<file path="config.mk">
export PLATFORM = sky130hd
export DESIGN_NAME = serial_tx
export DESIGN_NICKNAME = d
export VERILOG_FILES = /design/src/rtl/serial_tx.sv
export SDC_FILE = /design/constraint.sdc
export NUM_CORES = 1
export LEC_CHECK = 0
export ABC_CLOCK_PERIOD_IN_PS = 3700
export CAP_MARGIN = 20
export CELL_PAD_IN_SITES_DETAIL_PLACEMENT = 1
export CELL_PAD_IN_SITES_GLOBAL_PLACEMENT = 1
export CORE_ASPECT_RATIO = 2
export CORE_MARGIN = 2
export CORE_UTILIZATION = 45
export CTS_BUF_LIST = sky130_fd_sc_hd__clkbuf_16
export DETAILED_ROUTE_END_ITERATION = 10
export GPL_TIMING_DRIVEN = 0
export PLACE_DENSITY_LB_ADDON = 0.1
export SLEW_MARGIN = 20
export SYNTH_ARGS = -nofsm -noshare
export SYNTH_HDL_FRONTEND = slang
export SYNTH_SLANG_ARGS = --single-unit
</file>
<file path="constraint.sdc">
create_clock -name clk -period 3.7 [get_ports clk]
set_clock_uncertainty 0.05 [all_clocks]
set_input_delay 0.925 -clock clk [delete_from_list [all_inputs] [get_ports clk]]
set_output_delay 0.925 -clock clk [all_outputs]
set_load 0.02 [all_outputs]
</file>
<file path="src/rtl/serial_tx.sv">
// Byte-to-serial UART transmitter (8N1): a small byte FIFO feeds a shift register that is sent LSB-first.
// Define SERIAL_TX_PARITY_EN to insert an even-parity bit between the data bits and the stop bit (8E1).
module serial_tx #(
    parameter int CLKS_PER_BIT = 5208,
    parameter int FIFO_DEPTH   = 4
) (
    input  logic                          clk,
    input  logic                          rst_n,
    input  logic [7:0]                    din,
    input  logic                          din_valid,
    output logic                          din_ready,
    output logic                          dout,
    output logic                          busy,
    output logic [$clog2(FIFO_DEPTH):0]   fifo_count
);

    localparam int AW    = $clog2(FIFO_DEPTH);
    localparam int CW    = AW + 1;
    localparam int CNT_W = (CLKS_PER_BIT > 2) ? $clog2(CLKS_PER_BIT) : 1;
    localparam logic [CNT_W-1:0] CNT_LAST = CNT_W'(CLKS_PER_BIT - 1);
    localparam logic [CW-1:0]    DEPTH    = CW'(FIFO_DEPTH);

`ifdef SERIAL_TX_PARITY_EN
    typedef enum logic [2:0] {S_IDLE, S_START, S_DATA, S_PARITY, S_STOP} state_t;
`else
    typedef enum logic [1:0] {S_IDLE, S_START, S_DATA, S_STOP} state_t;
`endif

    state_t             state_reg;
    logic [CNT_W-1:0]   clk_cnt_reg;
    logic [2:0]         bit_cnt_reg;
    logic [7:0]         shift_reg;
    logic               dout_reg;
    logic [AW-1:0]      wr_ptr_reg;
    logic [AW-1:0]      rd_ptr_reg;
    logic [CW-1:0]      count_reg;
`ifdef SERIAL_TX_PARITY_EN
    logic               parity_reg;
`endif

    logic [7:0]         mem [FIFO_DEPTH];
    logic [7:0]         head;
    logic               push;
    logic               pop;
    logic               bit_end;

    assign din_ready  = (count_reg != DEPTH);
    assign push       = din_valid && din_ready;
    assign bit_end    = (clk_cnt_reg == CNT_LAST);
    // The shifter reloads either from idle or on the very last stop cycle, so frames abut.
    assign pop        = (count_reg != '0) &&
                        ((state_reg == S_IDLE) || ((state_reg == S_STOP) && bit_end));
    assign head       = mem[rd_ptr_reg];
    assign busy       = (state_reg != S_IDLE) || (count_reg != '0);
    assign dout       = dout_reg;
    assign fifo_count = count_reg;

    always_ff @(posedge clk) begin
        if (push) begin
            mem[wr_ptr_reg] <= din;
        end
    end

    always_ff @(posedge clk) begin
        if (!rst_n) begin
            state_reg   <= S_IDLE;
            clk_cnt_reg <= '0;
            bit_cnt_reg <= '0;
            shift_reg   <= '0;
            dout_reg    <= 1'b1;
            wr_ptr_reg  <= '0;
            rd_ptr_reg  <= '0;
            count_reg   <= '0;
`ifdef SERIAL_TX_PARITY_EN
            parity_reg  <= 1'b0;
`endif
        end else begin
            if (push) begin
                wr_ptr_reg <= wr_ptr_reg + AW'(1);
            end
            if (pop) begin
                rd_ptr_reg <= rd_ptr_reg + AW'(1);
            end
            if (push && !pop) begin
                count_reg <= count_reg + CW'(1);
            end else if (pop && !push) begin
                count_reg <= count_reg - CW'(1);
            end

            case (state_reg)
                S_IDLE: begin
                    clk_cnt_reg <= '0;
                    bit_cnt_reg <= '0;
                    if (pop) begin
                        shift_reg <= head;
`ifdef SERIAL_TX_PARITY_EN
                        parity_reg <= ^head;
`endif
                        state_reg <= S_START;
                        dout_reg  <= 1'b0;
                    end else begin
                        dout_reg  <= 1'b1;
                    end
                end
                S_START: begin
                    if (bit_end) begin
                        clk_cnt_reg <= '0;
                        state_reg   <= S_DATA;
                        dout_reg    <= shift_reg[0];
                    end else begin
                        clk_cnt_reg <= clk_cnt_reg + CNT_W'(1);
                    end
                end
                S_DATA: begin
                    if (bit_end) begin
                        clk_cnt_reg <= '0;
                        if (bit_cnt_reg == 3'd7) begin
                            bit_cnt_reg <= '0;
`ifdef SERIAL_TX_PARITY_EN
                            state_reg   <= S_PARITY;
                            dout_reg    <= parity_reg;
`else
                            state_reg   <= S_STOP;
                            dout_reg    <= 1'b1;
`endif
                        end else begin
                            bit_cnt_reg <= bit_cnt_reg + 3'd1;
                            shift_reg   <= shift_reg >> 1;
                            dout_reg    <= shift_reg[1];
                        end
                    end else begin
                        clk_cnt_reg <= clk_cnt_reg + CNT_W'(1);
                    end
                end
`ifdef SERIAL_TX_PARITY_EN
                S_PARITY: begin
                    if (bit_end) begin
                        clk_cnt_reg <= '0;
                        state_reg   <= S_STOP;
                        dout_reg    <= 1'b1;
                    end else begin
                        clk_cnt_reg <= clk_cnt_reg + CNT_W'(1);
                    end
                end
`endif
                S_STOP: begin
                    if (bit_end) begin
                        clk_cnt_reg <= '0;
                        if (pop) begin
                            shift_reg <= head;
`ifdef SERIAL_TX_PARITY_EN
                            parity_reg <= ^head;
`endif
                            state_reg <= S_START;
                            dout_reg  <= 1'b0;
                        end else begin
                            state_reg <= S_IDLE;
                            dout_reg  <= 1'b1;
                        end
                    end else begin
                        clk_cnt_reg <= clk_cnt_reg + CNT_W'(1);
                    end
                end
                default: begin
                    state_reg <= S_IDLE;
                    dout_reg  <= 1'b1;
                end
            endcase
        end
    end

endmodule

</file>
# After elaboration in Yosys (flattened, before gate mapping)
# Memories as Yosys holds them, arrays and structs flattened. A register that Yosys moved wholly into a read port is not among the register bits.
# Index checks and enable logic that the tools add are counted.
# classes
addsub,6
n_eq_ne,12
muxes,29
reduce_logical,20
# ops
cell,count
8-bit two-way mux,4
13-bit one-hot mux with 2 select lines,1
8-bit one-hot mux with 3 select lines,1
2-bit two-way mux,7
13-bit by 1-bit adder with 13-bit output (second input constant),1
13-bit equality test (second input constant),1
13-bit two-way mux,1
3-bit two-way mux,4
2-bit != test (second input constant),6
1-bit two-way mux,8
2-bit one-hot mux with 4 select lines,1
3-bit by 1-bit adder with 3-bit output (second input constant),2
3-bit one-hot mux with 2 select lines,1
2-bit nonzero test,3
3-bit nonzero test,2
1-bit logical AND,5
5-bit AND reduction,1
2-bit by 1-bit adder with 2-bit output (second input constant),2
2-bit equality test (second input constant),2
1-bit one-hot mux with 4 select lines,1
4-bit AND reduction,1
3-bit equality test (second input constant),1
3-bit != test (second input constant),1
3-bit AND reduction,1
other kinds (7),9
# totals
reg_bits,34
ramBits,32
input_bits,11
out_inout_bits,6
elab_cells,76
mem_count,1
# memory_table
name,depth,width,rd,rd_ports_with_merged_regs,write_ports,line_no,text
mem,4,8,1,1,1,41,logic [7:0] mem [FIFO_DEPTH];

# Longest topological paths before layout
# Gate-level depths: netlist of run 1.
# depth
word_depth,7
ltp_mapped,12
mapped_depth_nobuf,11

# Worst setup path after synthesis of run 1
# Ideal clock, no wire load.
# synth_timing
path_type,register to register
startpoint,reg clk_cnt_reg[0]
endpoint,reg count_reg[2] (netlist: fifo_count[2])
setup_ps,71
t_arrival_ps,2477
required_time_ps,3579
path_slack_ps,1103
stages_incl_launch_ff,13
path_buffers,1
period_less_slack_ps,2597
cell_sequence,dfxtp_1 -> ha_1 -> and2_1 -> and4_4 -> buf_6 -> a22o_4 -> inv_2 -> ha_1 -> inv_1 -> fa_1 -> xor2_1 -> or3_1 -> a21oi_1
# synth_between
elab_chain_len,7
elab_cells_between_ends,9
cone_classes,eq/ne (1); mux (1); reduce/logical (7)
# synth_lines
element,line_no,text
"start, declared",30,logic [CNT_W-1:0] clk_cnt_reg;
"start signal, assigned",111,clk_cnt_reg <= clk_cnt_reg + CNT_W'(1);
"start signal, assigned",132,clk_cnt_reg <= clk_cnt_reg + CNT_W'(1);
"start signal, assigned",161,clk_cnt_reg <= clk_cnt_reg + CNT_W'(1);
13-bit equality test *,49,assign bit_end = (clk_cnt_reg == CNT_LAST);
1-bit logical AND *,52,((state_reg == S_IDLE) || ((state_reg == S_STOP) && bit_end));
1-bit logical OR *,52,
1-bit logical AND *,51,assign pop = (count_reg != '0) &&
1-bit logical NOT,84,if (push && !pop) begin
1-bit logical AND,84,
3-bit two-way mux or 2-bit nonzero test (tied branches),n/a,
"end signal, assigned",85,count_reg <= count_reg + CW'(1);
"end signal, assigned",87,count_reg <= count_reg - CW'(1);
"end, declared",36,logic [CW-1:0] count_reg;
# Every way passes the cells marked *; elsewhere a longest branch is shown, timed or not.
# A chain may end at the register's enable or synchronous reset.

# Final worst setup path of run 1
# layout_timing
startpoint,reg count_reg[0] (netlist: fifo_count[0])
endpoint,out busy
# layout_between
elab_chain_len,2
# layout_lines
element,line_no,text
3-bit nonzero test,54,assign busy = (state_reg != S_IDLE) || (count_reg != '0);
1-bit logical OR,54,
"end, declared",13,"output logic busy,"
# Every way passes these cells.

==> impl_metrics.toml, run 1 <==
[outcome]
status = "completed"

[cts]
cts_buffers = 9
worstSkewPairLatency_ns = 0.33
clk_path_buf_depth = 2
clkSinkCount = 68
hold_buffers = 0
cts_resized = 0
cts.reportedPaths.clkPinSlew_ns = 0.05
cts_root_buffer = "clkbuf_16"
cts_tree = "yes"
cts-htree-levels = 3
post_cts_buffers = 0

[synthesis]
synth_nets = 276
synthSimpleGateAreaFrac = 0.134
ys_seq_area_frac = 0.552
muxShareOfSynthArea = 0.102
synth_top_family_by_area = "simple AND/OR/NAND/NOR gates"
ys_warn_count = 0
synth-adder-area-share = 0.0600
ys_async_sr_fraction = 0
ys_types = 46
ys_ff_latch = 68
netlist_instances = 251
synth_area_leader_cell = "edfxtp_1"
synth_area_leaders = "edfxtp_1 32%, dfxtp_1 24%, mux4_2 5.9%"
synthXorXnorAreaFrac = 0.0432
ys.flop_type = "dfxtp_1"
synth_compound_area_frac = 0.0760
syn_area_mm2 = 0.00304
yosysTopAreaCellShare = 0.316
synth.avg_cell_area_um2 = 12.1
synth_edf_count = 32

[pwr]
p_per_area_mw_per_mm2 = 746
peakVddDrop_uv = 445
cellLeakagePower_nw = 1.27
power.total_mw = 2.67

[layout]
layout_commonest_cell = "dfxtp_1"
nets = 303
diodes = 0
drive_above_1_share = 0.159
design_area_mm2 = 0.00358
largest_reg_flops = 32
fillers = 706
layout_common_cells = "36 x dfxtp_1, 32 x edfxtp_1, 29 x nor2_1, 16 x nand2_1, 16 x clkdlybuf4s50_1"
area_growth_pct = 17.5

[timing]
finalWorstPathRequiredPeriod_ns = 3.00
fmax_mhz = 334
final_hold_viol_count = 0
period_share = 0.810
slew_headroom = 0.492
rsz0062_at_grt = "false"
slew_violations = 0
setup_viol = 0
setup_tns_ns = 0
worst_pin_slew_ns = 0.757

[worst_hold_path]
hp-class = "reg2reg"
hp-start = "shift_reg[4]$_SDFFE_PN0P_"

[floorplanning]
start_util = 0.463
die_x_um = 62.2
rows = 42
io_pins = 17
dieArea_mm2 = 0.00748
core_area_mm2 = 0.00657
die_h_um = 120

[critical_path]
r2r-start = "fifo_count[0]$_SDFFE_PN0P_"
start_kind = "register"
critPathMaxFanout = 6
worstPathArrival_ns = 2.02
cp-end-kind = "primary output"
worst-endpoint-required_ns = 2.72
startpoint = "fifo_count[0]$_SDFFE_PN0P_"
crit_type = "reg2out"

[routing]
vias = 1959
wire_per_inst_um = 16.5
post-route-drc-count = 0
via_per_inst = 5.28
drt_wl_total_um = 6110
dr.pass1.iters = 4
ant_nets = 0
drt_first_iter_violations = 36

[global_routing]
antenna_found_initial = 0
grt_use_total = 0.186
grt_max_degree = 13
gr-total-overflow = 0
grt_pass1_wl_um = 10300
grt_pass1_vias = 2145

[place]
io_buffers = 16
place_area_mm2 = 0.00331
gp_congestion = 0.736
dpl.hpwl_um = 4440

[flow_run]
max_cap_viol_count = 0
## layer usage
metal	GRT usage	up-vias	wire length, µm
li1	-	956	-
met1	0.171	968	2200
met2	0.363	21	3590
met3	0.0521	14	140
met4	0.0958	0	178
met5	0	-	0
## cell type report
cell class | instances | area (µm²) | area share
clock inverter | 7 | 37.5 | 0.0105
inverter | 11 | 41.3 | 0.0115
buffer | 12 | 60.1 | 0.0168
multi-input combinational | 160 | 1260 | 0.353
timing repair buffer | 16 | 160 | 0.0448
clock buffer | 9 | 225 | 0.0630
sequential | 68 | 1680 | 0.470
tap | 88 | 110 | 0.0308
## logic make-up (layout without fill, tap and decap cells)
kind of cell / Yosys count / count (layout)
xor+xnor: 15 / 15
simple gates: 82 / 82
mux: 20 / 20
fa+ha+maj: 14 / 14
flops: 68 / 68
buf+inv: 23 / 55
compound gates: 29 / 29
## synthesized netlist by cell type (2+ instances only)
master / count
inv_1: 9
nand4_1: 3
a32oi_1: 2
xor2_1: 9
nand2_1: 16
o211ai_1: 2
buf_2: 3
nor3_1: 3
nor2_1: 29
inv_2: 2
mux2i_1: 5
mux2_2: 7
and3_1: 5
dfxtp_1: 36
a21oi_2: 2
and2_1: 3
a21oi_1: 6
xnor2_1: 6
clkbuf_1: 6
edfxtp_1: 32
nand3_1: 12
o22ai_1: 2
o21ai_1: 8
mux4_2: 8
ha_1: 13
or3_1: 2
## power breakdown
part,internal [mW],leakage [nW],switching [mW]
Sequential,0.912,0.587,0.0748
Clock,0.444,0.135,0.299
Combinational,0.422,0.544,0.517
## critical path: stages (launching register included)
cell and delay, ns:
dfxtp_1 0.37, nor3_1 0.66, nand2_1 0.10, clkdlybuf4s50_1 0.56
## worst paths after layout
kind | end | depth (start not counted) | slack, ns
max | busy | 3 | 0.70
min | shift_reg[4]$_SDFFE_PN0P_ | 2 | 0.39
min reg2reg | shift_reg[4]$_SDFFE_PN0P_ | 2 | 0.39
max reg2reg | fifo_count[2]$_SDFFE_PN0P_ | 10 | 0.85
## metrics by stage
| stage | instances | setup slack (ns) | hold WS, ns | util |
|---|---|---|---|---|
| final | 371 | 0.705 | 0.393 | 0.545 |
| after global routing | 371 | 0.545 | 0.437 | 0.545 |
| after CTS | 371 | 0.689 | 0.399 | 0.545 |
| after detailed placement | 355 | 0.537 | 0.389 | 0.505 |
| after global placement | 355 | 0.571 | 0.385 | 0.505 |
| after floorplan | 251 | 1.10 | 0.363 | - |
Power figures use the tool's default switching activity.
==> run 2: changes to the inputs <==
--- a/config.mk
+++ b/config.mk
@@ -5,13 +5,13 @@
 export SDC_FILE = /design/constraint.sdc
 export NUM_CORES = 1
 export LEC_CHECK = 0
-export ABC_CLOCK_PERIOD_IN_PS = 3700
+export ABC_CLOCK_PERIOD_IN_PS = 2400
 export CAP_MARGIN = 20
 export CELL_PAD_IN_SITES_DETAIL_PLACEMENT = 1
 export CELL_PAD_IN_SITES_GLOBAL_PLACEMENT = 1
 export CORE_ASPECT_RATIO = 2
 export CORE_MARGIN = 2
-export CORE_UTILIZATION = 45
+export CORE_UTILIZATION = 43
 export CTS_BUF_LIST = sky130_fd_sc_hd__clkbuf_16
 export DETAILED_ROUTE_END_ITERATION = 10
 export GPL_TIMING_DRIVEN = 0
==> constraint.sdc (replaced) <==
create_clock -name clk -period 2.4 [get_ports clk]
set_clock_uncertainty 0.05 [all_clocks]
set_input_delay 0.6 -clock clk [delete_from_list [all_inputs] [get_ports clk]]
set_output_delay 0.6 -clock clk [all_outputs]
set_load 0.02 [all_outputs]
==> run 2 against run 1 <==
Compared with the run above: combinational power rose by 67%; critical path depth rose by 6; worst hold slack improved by 0.0022 ns; die area rose by 4.4%; core utilization fell by 1.4 points; first-iteration DRC count rose by 81%; final area rose by 2.2%; sequential cell count did not move; routed wire length rose by 7.7%; cell count rose by 0.81%; via count rose by 1.4%; critical endpoint is now fifo_count[2]$_SDFFE_PN0P_; largest cell class unchanged.
==> impl_metrics.toml, run 2 (synthesis gave the netlist of run 1 again) <==
[routing]
dr.pass1.iters = 4
wl_met3_um = 138
highest_layer = "met4"
drt_first_iter_violations = 65
vias = 1987
wire_per_inst_um = 17.6
drt-met1-wl_um = 2300
via_per_inst = 5.31
drt_wl_total_um = 6580
post-route-drc-count = 0
dr_wl_met2_um = 3920
ant_nets = 0

[critical_path]
rr_worst_depth = 9
startpoint = "fifo_count[1]$_SDFFE_PN0P_"
timing.rr.end = "fifo_count[2]$_SDFFE_PN0P_"
start_kind = "register"
critPathMaxFanout = 6
r2r-start = "fifo_count[1]$_SDFFE_PN0P_"
crit_path_end = "fifo_count[2]$_SDFFE_PN0P_"
worstPathArrival_ns = 2.54
ff2ff_setup_slack_ns = 0.06
cp-end-kind = "register"
crit_type = "reg2reg"
worst-endpoint-required_ns = 2.61

[global_routing]
grt_pass1_wl_um = 11000
grt_max_degree = 12
antenna_found_initial = 0
grt_use_total = 0.192
grt_pass1_vias = 2210
gr-total-overflow = 0

[cts]
cts-htree-levels = 3
clk_path_buf_depth = 2
cts_buffers = 9
worstSkewPairLatency_ns = 0.33
cts_tree = "yes"
clkSinkCount = 68
cts.reportedPaths.clkPinSlew_ns = 0.05
hold_buffers = 0
cts_root_buffer = "clkbuf_16"

[place]
dpl.hpwl_um = 4830
dp_slack_ns = -0.412
place_area_mm2 = 0.00335
gp_congestion = 0.691
io_buffers = 16

[pwr]
cellLeakagePower_nw = 1.29
power.total_mw = 4.24
p_per_area_mw_per_mm2 = 1160
peakVddDrop_uv = 669

[layout]
area_growth_pct = 20.1
design_area_mm2 = 0.00365
post-route-util = 0.531
largest_reg_flops = 32
layout_common_cells = "32 x edfxtp_1, 31 x dfxtp_1, 29 x nor2_1, 16 x nand2_1, 15 x clkdlybuf4s50_1"
nets = 304
diodes = 0
drive_above_1_share = 0.204
layout_commonest_cell = "edfxtp_1"

[floorplanning]
io_pins = 17
start_util = 0.442
die_x_um = 63.5
core_area_mm2 = 0.00689
die_h_um = 123
rows = 43
dieArea_mm2 = 0.00781

[timing]
period_share = 0.975
slew_violations = 0
slew_headroom = 0.642
finalWorstPathRequiredPeriod_ns = 2.34
fmax_mhz = 427
setup_viol = 0
rsz0062_at_grt = "true"
final_hold_viol_count = 0
worst_pin_slew_ns = 0.536
setup_ws_ns = 0.0607
setup_tns_ns = 0

[worst_hold_path]
hp-class = "reg2reg"
hp-start = "clk_cnt_reg[0]$_SDFF_PP0_"

[outcome]
status = "completed"

[flow_run]
max_cap_viol_count = 0
## run 2: changes by cell type in the layout (fill, tap and decap cells not counted), sizes merged
cell and change:
clkdlybuf4s50 -1, dlygate4sd2 +1, buf +3, clkinv -2, inv +3, clkinvlp -1
clkbuf -2
## run 2: final cells by class
| type | count | area, µm² |
|---|---|---|
| clock inverters | 7 | 26.3 |
| flip-flops and latches | 68 | 1690 |
| plain buffers | 9 | 41.3 |
| inverters | 11 | 43.8 |
| multi-input cells | 160 | 1320 |
| fillers | 751 | 3230 |
| clock buffers | 9 | 225 |
| repair buffers | 20 | 189 |
| well taps | 90 | 113 |
## run 2: critical path: stages, from the launching register on
cell and delay, ns:
dfxtp_4 0.37, or3_4 0.41, a22o_4 0.27, inv_4 0.07
ha_4 0.13, inv_1 0.05, fa_2 0.33, xor2_1 0.16
or3_1 0.31, a21oi_1 0.12
## run 2: worst min path at each step
| stage | cells after the start | end | slack (ns) |
|---|---|---|---|
| after global routing | 2 | shift_reg[3]$_SDFFE_PN0P_ | 0.42 |
| after global placement | 1 | clk_cnt_reg[0]$_SDFF_PP0_ | 0.38 |
| final | 1 | clk_cnt_reg[0]$_SDFF_PP0_ | 0.40 |
| after detailed placement | 1 | clk_cnt_reg[0]$_SDFF_PP0_ | 0.39 |
| after CTS | 1 | clk_cnt_reg[0]$_SDFF_PP0_ | 0.40 |
| after floorplan | 1 | clk_cnt_reg[0]$_SDFF_PP0_ | 0.37 |
## run 2: routing by layer
metal / track usage / up-vias
li1: - / 954
met5: 0 / -
met4: 0.113 / 0
met1: 0.179 / 995
met2: 0.370 / 22
met3: 0.0419 / 16
## run 2: report_power, final
part / switching [mW] / internal, mW / total (mW)
registers: 0.134 / 1.42 / 1.55
logic: 0.823 / 0.749 / 1.57
clock network: 0.448 / 0.671 / 1.12
total: 1.41 / 2.84 / 4.24
## run 2: metrics by stage
stage | hold slack, ns | std cells
3_5_place_dp | 0.388 | 357
6_report | 0.395 | 374
4_1_cts | 0.397 | 372
5_1_grt | 0.422 | 374
3_3_place_gp | 0.382 | 357
2_1_floorplan | 0.365 | 251
## run 2: timing repair
| item | 4_1_cts | 5_1_grt |
|---|---|---|
| endpoints found under the setup margin | 3 | 1 |
| setup buffers | 2 | 2 |
| gates resized for setup | 6 | 8 |
| pin swaps | 3 | 4 |
==> run 3: changes to the inputs <==
--- a/config.mk
+++ b/config.mk
@@ -7,15 +7,12 @@
 export LEC_CHECK = 0
 export ABC_CLOCK_PERIOD_IN_PS = 2400
 export CAP_MARGIN = 20
-export CELL_PAD_IN_SITES_DETAIL_PLACEMENT = 1
-export CELL_PAD_IN_SITES_GLOBAL_PLACEMENT = 1
 export CORE_ASPECT_RATIO = 2
 export CORE_MARGIN = 2
-export CORE_UTILIZATION = 43
+export CORE_UTILIZATION = 34
 export CTS_BUF_LIST = sky130_fd_sc_hd__clkbuf_16
 export DETAILED_ROUTE_END_ITERATION = 10
 export GPL_TIMING_DRIVEN = 0
-export PLACE_DENSITY_LB_ADDON = 0.1
 export SLEW_MARGIN = 20
 export SYNTH_ARGS = -nofsm -noshare
 export SYNTH_HDL_FRONTEND = slang
==> run 3 against run 2 <==
Compared with the run above: die area rose by 25%; combinational power fell by 4%; clock power rose by 17%; sequential power barely moved; sequential share of layout area fell by 0.55 points; setup slack improved by 0.019 ns; sequential cell count did not move; first-iteration DRC count fell by 57%; cell count rose by 2.4%; critical endpoint unchanged; largest power group is now sequential cells; highest routed layer unchanged.
==> impl_metrics.toml, run 3 (synthesis gave the netlist of run 1 again) <==
[floorplanning]
dieArea_mm2 = 0.00977
start_util = 0.352
rows = 48
core_area_mm2 = 0.00865
die_x_um = 70.9
die_h_um = 138
io_pins = 17

[critical_path]
crit_type = "reg2reg"
worst-endpoint-required_ns = 2.62
crit_buf_inv = 2
cp_slowest_stage_delay_ns = 0.40
start_kind = "register"
cp-end-kind = "register"
crit_family = "simple AND/OR/NAND/NOR gates"
worstPathCellList = "or3_4 > a22o_4 > inv_4 > ha_4 > inv_1 > fa_2 > xor2_1 > or3_1 > a21oi_2"
critPathMaxFanout = 6
slowest_stage = "or3_4"
worstPathArrival_ns = 2.54

[global_routing]
gr-total-overflow = 0
grt_pass1_wl_um = 9870
grt_max_degree = 14
grt_use_total = 0.136
antenna_found_initial = 0
grt_pass1_vias = 2081

[layout]
post-route-util = 0.428
layout_commonest_cell = "edfxtp_1"
final_cells = 383
multi_input_area_mm2 = 0.00132
area_growth_pct = 21.6
fillers = 838
design_area_mm2 = 0.00370
drive_above_1_share = 0.226
diodes = 0
nets = 303
layout_common_cells = "32 x edfxtp_1, 30 x dfxtp_1, 29 x nor2_1, 16 x nand2_1, 15 x clkdlybuf4s50_1"
ff_latch_area_mm2 = 0.00169
largest_reg_flops = 32

[pwr]
peakVddDrop_uv = 734
cellLeakagePower_nw = 1.28
p_per_area_mw_per_mm2 = 1180

[flow_run]
max_cap_viol_count = 0

[place]
dpl.hpwl_um = 4300
dp_slack_ns = -0.353
dpl.cell_count = 367
place_area_mm2 = 0.00336
gp_congestion = 0.693
io_buffers = 16

[timing]
period_share = 0.967
worst_pin_slew_ns = 0.516
finalWorstPathRequiredPeriod_ns = 2.32
slew_violations = 0
slew_headroom = 0.656
fmax_mhz = 431
setup_ws_ns = 0.0802
setup_viol = 0
final_hold_viol_count = 0
rsz0062_at_grt = "true"

[worst_hold_path]
hp-class = "reg2reg"

[cts]
cts_tree = "yes"
cts_buffers = 9
worstSkewPairLatency_ns = 0.33
cts_root_buffer = "clkbuf_16"
clk_path_buf_depth = 2
clkSinkCount = 68
cts-htree-levels = 3
cts.reportedPaths.clkPinSlew_ns = 0.06

[routing]
wire_per_inst_um = 15.3
ant_nets = 0
via_per_inst = 5.07
dr.pass1.iters = 4
post-route-drc-count = 0
drt_first_iter_violations = 28
vias = 1941
drt_wl_total_um = 5860

[outcome]
status = "completed"
[run 3: repair_timing]
item	4_1_cts	5_1_grt
gates cloned	0	0
gates resized for setup	5	9
pin swaps	3	2
hold buffers	0	0
setup buffers	2	1
setup endpoints to repair	2	1
[run 3: stage by stage]
step | setup TNS [ns] | hold slack, ns | power (mW)
after CTS | 0 | 0.393 | 4.40
after global routing | -0.00576 | 0.410 | 4.63
after global placement | -0.425 | 0.376 | 2.99
after detailed placement | -0.452 | 0.385 | 3.03
final | 0 | 0.382 | 4.37
after floorplan | 0 | 0.365 | 2.65
[run 3: path summary, 6_finish.rpt]
kind / startpoint / to / cells past startpoint / slack (ns)
setup / recovery: fifo_count[0]$_SDFFE_PN0P_ / fifo_count[2]$_SDFFE_PN0P_ / 9 / 0.08
hold / removal: clk_cnt_reg[0]$_SDFF_PP0_ / clk_cnt_reg[0]$_SDFF_PP0_ / 1 / 0.38
setup reg to reg: fifo_count[0]$_SDFFE_PN0P_ / fifo_count[2]$_SDFFE_PN0P_ / 9 / 0.08
hold reg to reg: clk_cnt_reg[0]$_SDFF_PP0_ / clk_cnt_reg[0]$_SDFF_PP0_ / 1 / 0.38
[run 3: worst register-to-register path: stages, from the launching register on]
cell and delay, ns:
dfxtp_4 0.37, or3_4 0.40, a22o_4 0.28, inv_4 0.07
ha_4 0.13, inv_1 0.04, fa_2 0.33, xor2_1 0.15
or3_1 0.32, a21oi_2 0.12
[run 3: final cells by class]
type / instances / area share
plain buffers: 9 / 0.0112
clock buffers: 9 / 0.0609
clock inverters: 7 / 0.0203
inverters: 11 / 0.0118
multi-input cells: 160 / 0.355
flip-flops and latches: 68 / 0.458
well taps: 100 / 0.0338
repair buffers: 19 / 0.0490
[run 3: power by group]
part	leakage, nW	internal (mW)	switching [mW]	total, mW
logic	0.553	0.722	0.789	1.51
registers	0.589	1.42	0.126	1.54
clock network	0.140	0.808	0.505	1.31
total	1.28	2.95	1.42	4.37
[run 3: per-layer routing]
metal | up-vias | wire [µm] | global-route usage
met3 | 14 | 177 | 0.0337
li1 | 958 | - | -
met5 | - | 0 | 0
met2 | 29 | 3340 | 0.254
met1 | 940 | 2110 | 0.124
met4 | 0 | 232 | 0.0975
